$ cat src/rtl/tcycle_bus_scheduler.sv
// tcycle_bus_scheduler: T/M-cycle tick generator and phase-sliced shared memory bus arbiter with DMG access locking
module tcycle_bus_scheduler #(
    parameter int CLKS_PER_TCYCLE = 32
) (
    input  logic        clk_in,
    input  logic        rst_n_in,
    input  logic        enable_in,
    input  logic [1:0]  ppu_mode_in,
    input  logic        cpu_req_in,
    input  logic [15:0] cpu_addr_in,
    input  logic        cpu_we_in,
    input  logic [7:0]  cpu_wdata_in,
    input  logic        ppu_req_in,
    input  logic [15:0] ppu_addr_in,
    input  logic        dma_req_in,
    input  logic [15:0] dma_addr_in,
    input  logic        dma_we_in,
    input  logic [7:0]  dma_wdata_in,
    output logic [15:0] mem_addr_out,
    output logic        mem_we_out,
    output logic [7:0]  mem_wdata_out,
    output logic        mem_valid_out,
    input  logic [7:0]  mem_rdata_in,
    input  logic        mem_rdata_valid_in,
    output logic        cpu_ack_out,
    output logic        ppu_ack_out,
    output logic        dma_ack_out,
    output logic [7:0]  rdata_out,
    output logic        timeout_out,
    output logic        tclk_out,
    output logic        mclk_out,
    output logic [1:0]  phase_out
);
    localparam int PL = CLKS_PER_TCYCLE / 4;
    localparam int CW = $clog2(CLKS_PER_TCYCLE);
    localparam int OW = $clog2(PL);

    typedef enum logic [1:0] {S_IDLE, S_BUS, S_LOCKED} state_t;

    state_t      r_state;
    logic [CW-1:0] r_cnt;
    logic [1:0]  r_tcount;
    logic [1:0]  r_phase;
    logic [15:0] r_addr;
    logic        r_we;
    logic [7:0]  r_wdata;
    logic        r_valid;
    logic        r_got;
    logic [7:0]  r_data;
    logic [2:0]  r_ack;
    logic [7:0]  r_rdata;
    logic        r_timeout;
    logic        r_tclk;
    logic        r_mclk;

    logic [1:0]    w_phase;
    logic [OW-1:0] w_off;
    logic          w_req;
    logic [15:0]   w_addr;
    logic          w_we;
    logic [7:0]    w_wdata;
    logic          w_vram;
    logic          w_oam;
    logic          w_hram;
    logic          w_lock;
    logic          w_cap;
    logic          w_have;

    assign w_phase = 2'(r_cnt / CW'(PL));
    assign w_off   = OW'(r_cnt % CW'(PL));
    assign w_vram  = cpu_addr_in[15:13] == 3'b100;
    assign w_oam   = cpu_addr_in >= 16'hFE00 && cpu_addr_in <= 16'hFE9F;
    assign w_hram  = cpu_addr_in >= 16'hFF80 && cpu_addr_in <= 16'hFFFE;
    // a read that sees data this edge counts as complete, so the ack edge can use it directly
    assign w_cap   = r_valid && !r_we && mem_rdata_valid_in;
    assign w_have  = r_got || w_cap;

    // route the current phase owner's request onto the shared sample path and evaluate CPU locking
    always_comb begin
        w_req   = w_phase == 2'd0 ? cpu_req_in   : w_phase == 2'd1 ? ppu_req_in  : w_phase == 2'd2 ? dma_req_in   : 1'b0;
        w_addr  = w_phase == 2'd0 ? cpu_addr_in  : w_phase == 2'd1 ? ppu_addr_in : dma_addr_in;
        w_we    = w_phase == 2'd0 ? cpu_we_in    : w_phase == 2'd2 ? dma_we_in   : 1'b0;
        w_wdata = w_phase == 2'd0 ? cpu_wdata_in : w_phase == 2'd2 ? dma_wdata_in : 8'h00;
        w_lock  = w_phase == 2'd0 && ((w_vram && ppu_mode_in == 2'd3) ||
                                      (w_oam && (ppu_mode_in[1] || dma_req_in)) ||
                                      (dma_req_in && !w_hram));
    end

    // tick counter plus the per-phase sample/bus/ack state machine; all outputs registered
    always_ff @(posedge clk_in or negedge rst_n_in) begin
        if (!rst_n_in) begin
            r_state   <= S_IDLE;
            r_cnt     <= '0;
            r_tcount  <= 2'd0;
            r_phase   <= 2'd0;
            r_addr    <= 16'h0000;
            r_we      <= 1'b0;
            r_wdata   <= 8'h00;
            r_valid   <= 1'b0;
            r_got     <= 1'b0;
            r_data    <= 8'h00;
            r_ack     <= 3'b000;
            r_rdata   <= 8'h00;
            r_timeout <= 1'b0;
            r_tclk    <= 1'b0;
            r_mclk    <= 1'b0;
        end else begin
            r_tclk    <= 1'b0;
            r_mclk    <= 1'b0;
            r_ack     <= 3'b000;
            r_timeout <= 1'b0;
            r_valid   <= 1'b0;
            if (enable_in) begin
                r_cnt   <= r_cnt == CW'(CLKS_PER_TCYCLE - 1) ? '0 : r_cnt + 1'b1;
                r_phase <= w_phase;
                if (r_cnt == '0) begin
                    r_tclk   <= 1'b1;
                    r_mclk   <= r_tcount == 2'd0;
                    r_tcount <= r_tcount + 2'd1;
                end
                if (w_cap) begin
                    r_got  <= 1'b1;
                    r_data <= mem_rdata_in;
                end
                if (w_off == '0) begin
                    r_got   <= 1'b0;
                    r_state <= !w_req ? S_IDLE : w_lock ? S_LOCKED : S_BUS;
                    if (w_req && !w_lock) begin
                        r_addr  <= w_addr;
                        r_we    <= w_we;
                        r_wdata <= w_wdata;
                    end
                end else if (w_off == OW'(PL - 1)) begin
                    if (r_state != S_IDLE) begin
                        r_ack     <= 3'(4'b0001 << w_phase);
                        r_rdata   <= (r_state == S_BUS && !r_we && w_have) ? (r_got ? r_data : mem_rdata_in) : 8'hFF;
                        r_timeout <= r_state == S_BUS && !r_we && !w_have;
                    end
                    r_state <= S_IDLE;
                end else begin
                    r_valid <= r_state == S_BUS && !w_have;
                end
            end
        end
    end

    assign mem_addr_out  = r_addr;
    assign mem_we_out    = r_valid && r_we;
    assign mem_wdata_out = r_wdata;
    assign mem_valid_out = r_valid;
    assign cpu_ack_out   = r_ack[0];
    assign ppu_ack_out   = r_ack[1];
    assign dma_ack_out   = r_ack[2];
    assign rdata_out     = r_rdata;
    assign timeout_out   = r_timeout;
    assign tclk_out      = r_tclk;
    assign mclk_out      = r_mclk;
    assign phase_out     = r_phase;
endmodule

$ cat config.mk
export PLATFORM = sky130hd
export DESIGN_NAME = tcycle_bus_scheduler
export DESIGN_NICKNAME = d
export VERILOG_FILES = /design/src/rtl/tcycle_bus_scheduler.sv
export SDC_FILE = /design/constraint.sdc
export NUM_CORES = 1
export LEC_CHECK = 0
export ABC_AREA = 1
export CAP_MARGIN = 20
export CORE_ASPECT_RATIO = 1.4
export CORE_UTILIZATION = 35
export CTS_BUF_LIST = sky130_fd_sc_hd__clkbuf_8
export CTS_CLUSTER_DIAMETER = 80
export DETAILED_ROUTE_END_ITERATION = 10
export GPL_ROUTABILITY_DRIVEN = 0
export GPL_TIMING_DRIVEN = 0
export PLACE_DENSITY = 0.8
export SETUP_SLACK_MARGIN = 0.5
export SLEW_MARGIN = 30
export SYNTH_ARGS = -nofsm -noshare
export SYNTH_HDL_FRONTEND = slang
export SYNTH_SLANG_ARGS = --single-unit
$ cat constraint.sdc
create_clock -name clk_in -period 1.64 [get_ports clk_in]
set_input_delay 0.41 -clock clk_in [delete_from_list [all_inputs] [get_ports clk_in]]
set_output_delay 0.41 -clock clk_in [all_outputs]
set_load 0.005 [all_outputs]
### Word level (Yosys, flattened, before mapping)

Cells that the tools add are included.

| operators by class | value |
|---|---|
| add/sub/neg operators | 2 |
| bitwise logic cells | 1 |
| magnitude comparators | 4 |
| muxes and demuxes | 33 |
| reduce and logical (&&, ||, !) cells | 35 |
| equal/unequal tests | 7 |
| shift operators | 1 |

Operators with widths:

| kind | count |
|---|---|
| 16-bit >= comparator (second input constant) | 2 |
| 16-bit <= comparator (second input constant) | 2 |
| 16-bit 2-to-1 mux | 2 |
| 8-bit 2-to-1 mux | 4 |
| 1-bit 2-to-1 mux | 18 |
| 1-bit logical AND | 14 |
| 3-bit 2-to-1 mux | 4 |
| 2-bit 2-to-1 mux | 4 |
| 2-bit AND reduction | 4 |
| 3-bit == test (second input constant) | 2 |
| 2-bit nonzero test | 3 |
| 5-bit by 1-bit adder with 5-bit output (second input constant) | 1 |
| 5-bit == test (second input constant) | 1 |
| 5-bit zero test | 1 |
| 5-bit 2-to-1 mux | 1 |
| 2-bit by 1-bit == test with 1-bit output (second input constant) | 2 |
| 2-bit == test (second input constant) | 2 |
| 1-bit zero test | 4 |
| 2-bit zero test | 2 |
| 1-bit logical OR | 4 |
| 4-bit AND reduction | 1 |
| 3-bit zero test | 1 |
| 3-bit AND reduction | 1 |
| 1-bit by 2-bit left shift with 3-bit output (first input constant) | 1 |
| 2 further kinds | 2 |

| word-level totals | value |
|---|---|
| input port bits | 83 |
| logic and storage cells | 98 |
| register bits | 60 |
| output and inout port bits | 42 |

### Depth between registers and ports, before layout

Gate-level depths: netlist (run 1).

| depth | value |
|---|---|
| depth after elaboration | 10 |
| mapped depth | 12 |
| depth with buffers taken out | 11 |

### Worst setup path before layout (run 1)

OpenSTA, ideal clock, no wires.

| timing | value |
|---|---|
| path kind | register to register |
| start point | reg r_cnt[3] |
| end point | reg r_cnt[0] |
| arrival | 1.485 ns |
| path slack | 0.071 ns |
| cell stages (with the launch flop) | 7 |
| library setup time | 0.084 ns |
| required time | 1.556 ns |
| cell sequence | dfrtp_1 -> inv_2 -> clkbuf_1 -> nor2_1 -> ha_1 -> or2_2 -> a21boi_0 |

| between the ends | value |
|---|---|
| word-level cells in the longest chain between the ends | 2 |

Ends and longest elaborated chain:

| what | line | text |
|---|---|---|
| start, declared | 41 | `logic [CW-1:0] r_cnt;` |
| start signal, assigned | 114 | `r_cnt <= r_cnt == CW'(CLKS_PER_TCYCLE - 1) ? '0 : r_cnt + 1'b1;` |
| 5-bit == test | 114 |  |
| 5-bit 2-to-1 mux | 114 |  |

Every way passes these cells.
A chain may end at the register's enable or synchronous reset.

### Final worst setup path (run 1)

| timing | value |
|---|---|
| start point | in enable_in |
| end point | reg r_rdata[1], in the netlist rdata_out[1] |

| between the ends | value |
|---|---|
| word-level cells in the longest chain between the ends | 1 |

Ends and longest elaborated chain:

| what | line | text |
|---|---|---|
| start, declared | 7 | `input logic enable_in,` |
| 4-bit AND reduction (no source line) | n/a |  |
| end signal, assigned | 136 | `r_rdata <= (r_state == S_BUS && !r_we && w_have) ? (r_got ? r_data : mem_rdata_in) : 8'hFF;` |
| end, declared | 51 | `logic [7:0] r_rdata;` |

Every way passes these cells.

==> impl_results.md, run 1 <==
* Gr usage total at a little over a fifth
* R2R cell count at 10
* ANT cells at 0
* Total iterations of the first detailed-routing run at 4
* Mean post-synth cell area at 8.57 um2
* Layout cells sized above 1 at 40.1%
* Syn-to-layout area delta at 70.5%
* Maximum buffer depth of the clock tree at 2
* IO Port Bufs at 124
* Top area cells in the synthesized netlist: dfrtp_1 (47%), nand2_1 (14%), nand3_1 (8.6%)
* Post-synth ARST share at 100%
* First-pass GRT wire length at 16000 um
* Ys flop type: dfrtp_1
* # rows at 41
* R2r endpoint: mem_wdata_out[7]$_DFFE_PN0P_
* P per Cell Area at 1580 nW/um2
* Fin. Hold Viols at 0
* Die Y at ~120 um
* Max-slew headroom at 76.9%
* Cells after Synth at 374
* GR Overflow Total at 0
* Final Critical Period at ~1.5 ns
* Startpoint type of the worst setup path: input port
* Cts bufs inserted at 9
* Tot Pwr at between 8 and 9 mW
* Root Buffer: clkbuf_8
* Commonest non-fill, non-tap cell in the layout: nand2_1
* Status: completed
* Vias in the first global route at between 3000 and 4000
* Critical path arrival at around 1.8 ns
* WS Path Type: in2reg
* Max_cap viols at 0
* Final core utilization at about 60%
* Pint at 5.38 mW
* Fin. max-slew vios at 0
* Switching share of power at 37.7%
* Final wirelength at 9680 um
* Setup violators final at 0
* H-tree depth at 3
* CTS clock-pin slew for the worst setup and hold paths at 0.06 ns
* Setup slack, reg-to-reg at 0.12 ns
* Worst min path class: reg2reg
* Commonest non-fill, non-tap cells in the layout: nand2_1 (109), clkdlybuf4s50_1 (63), dfrtp_1 (57), buf_4 (54)
* Detailed placement HPWL at roughly 6700 um
* Sequential Power Share at 29.0%
* Die width at 82.9 um
* Least-Margin Pin Slew at ~0.35 ns
* Worst hold start: r_tcount[0]$_DFFE_PN0P_
* Achievable Freq at approximately 0.65 GHz
* Vias per inst at 4.88
* Core area at 8980 um2
* Worst Hold Path EP: r_tcount[0]$_DFFE_PN0P_
* Fin Clk Skew at 0.00380 ns
* Setup TNS at 0 ns
* CP startpoint: enable_in
* Ys Warns at 0
* Leak at 2.73 nW
* Critical Path RT at 1.87 ns
* Net Sw Power at around 3.3 mW
* Setup crit end kind: register
* CTS tree: yes
* DR WL/cell at 14.2 um
* CTS sink count at 60
* # IOs at 125
* Sequential fraction of the synthesis area at roughly 47%
* Comb power frac at 54.2%
* Die area at 9550 um2
* Residual DRC at 0
* Setup repair after global routing missed its margin: true
* Fillcell total at between 700 and 800
* Synthesized area at between 3000 and 4000 um2
* Largest net degree at the start of global routing at 36
* Reg-to-Reg Start: r_cnt[0]$_DFFE_PN0P_
* Clock network fraction of total power at 16.8%
* Synth unique cells at 33
* Iteration-0 DRC Markers at 112
* Synth Register Bits at 60
* Vias at 3330
* Layout Nets at between 600 and 700
* Largest area contributor in the netlist: dfrtp_1
* Post-synth EDFFs at 0
* Share of the clock period used by the worst path at between 90% and 100%
* Crit path max fanout at 10
* Synth Net Count at 462
* Initial antenna violation count at 0
* Synth top area share at 46.8%
* Worst Hold Depth at 1
* Initial Utilization at a little over a third
* Clk_lat worst skew at 0.34 ns
* Peak VDD IR at 0.974 mV
* Final ANT Viol Nets at 0
-- cells in the mapped netlist (4+ instances only) --
| library cell | number |
|---|---|
| inv_2 | 4 |
| mux2i_1 | 8 |
| dfrtp_1 | 60 |
| inv_1 | 20 |
| nand2_2 | 22 |
| o21ai_0 | 7 |
| buf_4 | 6 |
| ha_1 | 5 |
| nor3_1 | 5 |
| buf_2 | 4 |
| nand2_1 | 117 |
| mux2_2 | 8 |
| nor2_1 | 17 |
| nand3_1 | 55 |
| a2bb2oi_1 | 8 |
-- metrics by stage --
step                      instances  instance area (um2)  setup slack [ns]  hold WS [ns]
after CTS                       673                 5330            0.0933         0.479
after detailed placement        606                 4680            -0.471         0.340
after global placement          605                 4660             -1.65         0.453
final                           683                 5470             0.101         0.475
after global routing            683                 5470            0.0267         0.488
after floorplan                 374                 3290             0.165         0.114
-- final cells by class --
cell class / instances / area [um2] / share of cell area (%)
Multi-Input combinational cell: 275 / 1780 / 32.5
Timing Repair Buffer: 186 / 1570 / 28.7
Inverter: 24 / 105 / 1.92
Clock inverter: 6 / 78.8 / 1.44
Buffer: 15 / 160 / 2.93
Sequential cell: 60 / 1510 / 27.5
Tap cell: 107 / 134 / 2.45
Clock buffer: 10 / 138 / 2.52
-- worst max-delay path: stages --
cell and delay, ns:
clkdlybuf4s50_1 0.49, buf_4 0.21, nand3_2 0.11, nor2_4 0.14
nand2_2 0.08, nor2_4 0.12, buf_12 0.13, a2bb2oi_1 0.06
-- metal layers --
layer,part of all wire [%],wire length (um),vias up,GRT usage (%)
met5,0,0,-,0
met3,4.8,468,27,5.10
met2,54,5190,109,37.7
li1,-,-,1614,-
met1,38,3660,1580,23.2
met4,3.7,359,0,12.0
-- timing repair --
action	in CTS	in global routing
endpoints found under the setup margin	98	98
cloned	3	0
setup buffers	47	10
hold buffers	1	0
resized for setup	235	23
pin swaps	41	13
hold endpoints to repair	25	0
-- power by group through the flow --
| stage | Sequential, mW | Clock (mW) | Combinational (mW) |
|---|---|---|---|
| floorplan | 2.55 | 0 | 2.02 |
| global placement | 2.54 | 0 | 3.58 |
| detailed placement | 2.57 | 0 | 3.66 |
| CTS | 2.49 | 1.48 | 4.37 |
| global route | 2.58 | 1.55 | 5.13 |
| finish | 2.50 | 1.45 | 4.68 |
-- state kept, by name, indices dropped and copies added (netlist names), 2 cells and up --
signal and count:
rdata_out 8, mem_wdata_out 8, phase_out 2, r_ack 3
r_cnt 5, r_state 2, r_tcount 2, r_data 8
mem_addr_out 16
-- worst max-delay path by stage --
stage	end	slack, ns	depth (start not counted)
floorplan	mem_wdata_out[7]$_DFFE_PN0P_	0.16	10
global placement	mem_addr_out[12]$_DFFE_PN0P_	-1.65	1
detailed placement	rdata_out[3]$_DFFE_PN0P_	-0.47	7
CTS	mem_addr_out[15]$_DFFE_PN0P_	0.09	10
global route	mem_addr_out[13]$_DFFE_PN0P_	0.03	10
finish	rdata_out[1]$_DFFE_PN0P_	0.10	8
-- kinds of logic after synthesis --
| kind of cell | synth area share [%] |
|---|---|
| AOI/OAI and AO/OA | 5.46 |
| xor gates and xnor gates | 0.273 |
| adders and majority gates | 1.95 |
| buffers and inverters | 6.44 |
| DFF | 46.8 |
| muxes | 5.31 |
| and+or+nand+nor | 33.7 |
(Power assumes the default switching activity.)
==> run 2: changes to the inputs <==
--- a/config.mk
+++ b/config.mk
@@ -12,11 +12,11 @@
 export CTS_BUF_LIST = sky130_fd_sc_hd__clkbuf_8
 export CTS_CLUSTER_DIAMETER = 80
 export DETAILED_ROUTE_END_ITERATION = 10
-export GPL_ROUTABILITY_DRIVEN = 0
 export GPL_TIMING_DRIVEN = 0
 export PLACE_DENSITY = 0.8
+export REMOVE_ABC_BUFFERS = 1
 export SETUP_SLACK_MARGIN = 0.5
-export SLEW_MARGIN = 30
+export SLEW_MARGIN = 20
 export SYNTH_ARGS = -nofsm -noshare
 export SYNTH_HDL_FRONTEND = slang
 export SYNTH_SLANG_ARGS = --single-unit
==> impl_results.md, run 2 (synthesized netlist as in run 1, its figures left out) <==
* Max_cap viols at 0
* CTS sink count at 60
* Leak at 2.67 nW
* Status: completed
* Largest net degree at the start of global routing at 39
* Setup crit end kind: register
* Reg-to-Reg Start: r_cnt[0]$_DFFE_PN0P_
* Cts bufs inserted at 9
* R2r endpoint: r_state[0]$_DFFE_PN0P_
* Root Buffer: clkbuf_8
* Worst setup endpoint: r_state[0]$_DFFE_PN0P_
* Critical path arrival at ~1.8 ns
* Die Y at 115 um
* Startpoint type of the worst setup path: register
* Max-slew headroom at 72.5%
* Maximum buffer depth of the clock tree at 2
* IO Port Bufs at approximately 120
* Fin. max-slew vios at 0
* CP startpoint: r_cnt[0]$_DFFE_PN0P_
* Fin area at 5370 um2
* Largest register FFs at 16
* ANT cells at 0
* Clk_lat worst skew at 0.34 ns
* Layout cells sized above 1 at 37.8%
* Worst min path class: reg2reg
* Vias per inst at 4.93
* Fin. Hold Viols at 0
* Commonest non-fill, non-tap cell in the layout: nand2_1
* Detailed placement HPWL at between 6000 and 7000 um
* Peak VDD IR at 0.909 mV
* Crit path max fanout at 7
* R2R cell count at 10
* Final wirelength at ~10000 um
* Share of the clock period used by the worst path at between 90 and 100%
* Total iterations of the first detailed-routing run at 4
* Layout Nets at 660
* Core area at 8980 um2
* First-pass GRT wire length at 15900 um
* # rows at 41
* Syn-to-layout area delta at 67.4%
* CTS tree: yes
* Fin Clk Skew at 0.00471 ns
* Final Critical Period at 1.55 ns
* Vias in the first global route at 3331
* DR WL/cell at 15.0 um
* Least-Margin Pin Slew at 0.411 ns
* Placed Instance Area at 4480 um2
* Achievable Freq at 0.643 GHz
* Residual DRC at 0
* # IOs at 125
* CTS clock-pin slew for the worst setup and hold paths at 0.06 ns
* Setup repair after global routing missed its margin: true
* P per Cell Area at roughly 1600 nW/um2
* Gr usage total at between 20% and 30%
* WS Path Type: reg2reg
* Vias at 3375
* GR Overflow Total at 0
* Die width at 82.9 um
* Initial antenna violation count at 0
* Die area at 9550 um2
* Iteration-0 DRC Markers at 101
* Hold slack at 0.476 ns
* Setup slack, reg-to-reg at 0.09 ns
* Critical Path RT at 1.90 ns
* Final ANT Viol Nets at 0
* H-tree depth at 3
* GPL Wtd Cong at ~0.77
* Initial Utilization at a little over a third
* Commonest non-fill, non-tap cells in the layout: nand2_1 (111), clkdlybuf4s50_1 (62), dfrtp_1 (57), buf_4 (56), nand3_1 (52)
* Setup violators final at 0
==> run 2: cell types whose count changed in the layout (fill, tap and decap cells not counted), moves of 3 or more <==
cell and change:
nand3_2 -12, nand3_1 +11, buf_6 -3, inv_4 -3, nand2_8 +3, nor3_1 -3, nor3_2 +3
==> run 2: layer usage <==
metal / vias up / track usage [%] / share of wire, % / wire [um]
met4: 0 / 9.08 / 2.3 / 232
met5: - / 0 / 0 / 0
met3: 17 / 3.73 / 5.1 / 528
met1: 1602 / 23.3 / 37 / 3840
li1: 1624 / - / - / -
met2: 132 / 40.3 / 55 / 5690
==> run 2: per-stage QoR <==
step / setup WS [ns] / cells / utilization, % / setup TNS [ns] / total power, mW
after global routing: 0.0172 / 684 / 59.8 / 0 / 8.93
after global placement: -1.72 / 590 / 49.7 / -136.30 / 5.82
final: 0.0851 / 684 / 59.8 / 0 / 8.35
after detailed placement: -0.938 / 591 / 49.9 / -34.79 / 5.97
after CTS: 0.0980 / 672 / 58.1 / 0 / 8.16
after floorplan: -0.274 / 359 / - / -6.93 / 4.29
==> run 2: timing repair <==
item	in CTS	in global routing
pin swaps	28	11
hold endpoints to repair	22	0
cloned	6	2
setup buffers	58	10
gates resized for setup	241	15
hold buffers	1	0
endpoints found under the setup margin	101	100
==> run 2: layout make-up <==
cell class	count	area [um2]
inverter	24	108
timing repair buffer	195	1650
sequential	60	1510
fill	792	3610
multi-input combinational	282	1780
tap	107	134
clock inverter	4	23.8
clock buffer	12	165
==> run 2: power by group <==
group	internal (mW)	switching [mW]
Clock	0.664	0.582
Sequential	2.13	0.432
Combinational	2.26	2.28
==> run 2: worst max-delay path: stages (launching register included) <==
cell	delay, ns
dfrtp_1	0.42
inv_2	0.09
ha_4	0.14
nand2_4	0.06
nor2_4	0.12
o21ai_4	0.11
nor2_8	0.11
buf_12	0.16
nand2_8	0.09
buf_12	0.14
o21ai_2	0.04
==> run 2: worst min-delay path by stage <==
stage / endpoint / slack (ns) / cells after the start / from
finish: mem_addr_out[6]$_DFFE_PN0P_ / 0.48 / 2 / mem_addr_out[6]$_DFFE_PN0P_
global placement: r_tcount[0]$_DFFE_PN0P_ / 0.45 / 1 / r_tcount[0]$_DFFE_PN0P_
global route: mem_addr_out[6]$_DFFE_PN0P_ / 0.50 / 2 / mem_addr_out[6]$_DFFE_PN0P_
floorplan: mclk_out$_DFF_PN0_ / 0.11 / 0 / rst_n_in
CTS: r_tcount[0]$_DFFE_PN0P_ / 0.48 / 1 / r_tcount[0]$_DFFE_PN0P_
detailed placement: timeout_out$_DFF_PN0_ / 0.33 / 1 / rst_n_in
==> run 3: changes to the inputs <==
--- a/config.mk
+++ b/config.mk
@@ -14,7 +14,6 @@
 export DETAILED_ROUTE_END_ITERATION = 10
 export GPL_TIMING_DRIVEN = 0
 export PLACE_DENSITY = 0.8
-export REMOVE_ABC_BUFFERS = 1
 export SETUP_SLACK_MARGIN = 0.5
 export SLEW_MARGIN = 20
 export SYNTH_ARGS = -nofsm -noshare
==> impl_results.md, run 3 (synthesized netlist as in run 1, its figures left out) <==
* Die width at 82.9 um
* GR Overflow Total at 0
* Least-Margin Pin Slew at 0.769 ns
* Max_cap viols at 0
* # IOs at 125
* Fin worst setup slack at 0.0512 ns
* Leak at 2.79 nW
* Place WS at -0.443 ns
* ANT cells at 0
* Fin. Hold Viols at 0
* Fin Clk Skew at 0.00720 ns
* Status: completed
* Cts bufs inserted at 9
* Critical path arrival at approximately 1.9 ns
* Area of the multi-input gates at 1780 um2
* Worst min path class: in2async
* Vias per inst at 4.91
* Core area at about 9000 um2
* Die area at 9550 um2
* Residual DRC at 0
* Syn-to-layout area delta at 73.7%
* Total iterations of the first detailed-routing run at 5
* Largest register FFs at 16
* Clk_lat worst skew at between 0.3 and 0.4 ns
* Vias at 3410
* Largest net degree at the start of global routing at 61
* CTS sink count at 60
* Layout cells sized above 1 at a little over two fifths
* CTS tree: yes
* Root Buffer: clkbuf_8
* Startpoint type of the worst setup path: register
* Die Y at 115 um
* # rows at approximately 40
* IO Port Bufs at 124
* Gr usage total at 21.2%
* Final wirelength at roughly 11000 um
* Final cell count without fillers at 695
* GPL Wtd Cong at 0.791
* Achievable Freq at 0.629 GHz
* P per Cell Area at roughly 1600 nW/um2
* Share of the clock period used by the worst path at 96.9%
* Final Critical Period at 1.59 ns
* Fillcell total at 694
* Setup crit end kind: register
* Maximum buffer depth of the clock tree at 2
* First-pass GRT wire length at 15800 um
* DR WL/cell at 15.4 um
* Setup repair after global routing missed its margin: true
* Iteration-0 DRC Markers at 178
* Initial antenna violation count at 0
* CTS Hold Bufs at 0
* Final ANT Viol Nets at 0
* Max-slew headroom at 48.7%
* Critical Path RT at slightly below 2 ns
* WS Path Type: reg2reg
* Crit path max fanout at 6
* Commonest non-fill, non-tap cells in the layout: nand2_1 (112), buf_4 (63), clkdlybuf4s50_1 (62), dfrtp_1 (57), buf_2 (42)
* Setup violators final at 0
* Storage cell area at 1510 um2
* Detailed placement HPWL at 6560 um
* CTS clock-pin slew for the worst setup and hold paths at 0.07 ns
* Layout Nets at 671
* Peak VDD IR at 0.969 mV
* H-tree depth at 3
* Fin. max-slew vios at 0
* Post-Place Cells at 605
* Commonest non-fill, non-tap cell in the layout: nand2_1
* Vias in the first global route at ~3400
* Initial Utilization at 35.7%
run 3: cell types whose count changed in the layout (fill, tap and decap cells not counted), sizes merged:
cell          delta
clkinv           +2
bufinv           +2
nor2             -1
nand2            -5
dlymetal6s2s     +2
dlygate4sd2      -1
clkbuf           -1
buf             +16
dlygate4sd3      -1
clkinvlp         -2
run 3: final timing paths:
kind                                         start                          end  slack [ns]  cells after the start
max reg2reg                   r_cnt[0]$_DFFE_PN0P_  mem_addr_out[7]$_DFFE_PN0P_        0.05                     10
max in group asynchronous                 rst_n_in             r_we$_DFFE_PN0P_        0.95                      1
max                           r_cnt[0]$_DFFE_PN0P_  mem_addr_out[7]$_DFFE_PN0P_        0.05                     10
min                                       rst_n_in     rdata_out[2]$_DFFE_PN0P_        0.14                      1
min in group clk_in                      enable_in     phase_out[1]$_DFFE_PN0P_        0.46                      4
min reg2reg                r_tcount[0]$_DFFE_PN0P_      r_tcount[0]$_DFFE_PN0P_        0.48                      1
run 3: what timing repair did:
item                                    in CTS  in global routing
endpoints found under the setup margin      98                 99
gates cloned                                 4                  0
pin swaps                                   53                 12
setup buffers                               48                 22
gates resized for setup                    231                 35
run 3: layout make-up:
| class | instances | share of cell area [%] |
|---|---|---|
| Multi-Input combinational cell | 276 | 32.0 |
| Timing Repair Buffer | 197 | 29.8 |
| Sequential cell | 60 | 27.0 |
| Buffer | 15 | 3.01 |
| Clock buffer | 10 | 2.47 |
| Tap cell | 107 | 2.40 |
| Inverter | 24 | 1.89 |
| Clock inverter | 6 | 1.42 |
run 3: critical path: stages (launching register included):
cell and delay [ns]:
dfrtp_1 0.42, inv_2 0.10, ha_4 0.14, nand2_4 0.06, nor2_4 0.13, o21ai_4 0.09
nor2_8 0.14, buf_8 0.15, buf_6 0.13, nand3_2 0.08, nand2_1 0.07
run 3: metrics by stage:
stage	power (mW)	instance area, um2	TNS [ns]	hold slack, ns	util [%]
2_1_floorplan	4.57	3290	0	0.114	-
3_3_place_gp	6.11	4660	-112.79	0.453	51.9
3_5_place_dp	6.23	4660	-14.94	0.458	51.9
4_1_cts	8.33	5290	0	0.153	58.9
5_1_grt	9.53	5570	-0.0312	0.191	62.0
6_report	8.96	5570	0	0.138	62.0
run 3: routing by layer:
layer  vias up  GRT usage [%]  part of all wire (%)
met4         0           14.6                   4.1
li1       1638              -                     -
met5         -              0                     0
met1      1611           23.0                    37
met2       129           37.7                    54
met3        32           3.95                   4.5
run 3: power breakdown:
part / switching (mW) / internal [mW]
registers: 0.396 / 2.12
logic: 2.46 / 2.50
clock network: 0.598 / 0.883
total: 3.46 / 5.51
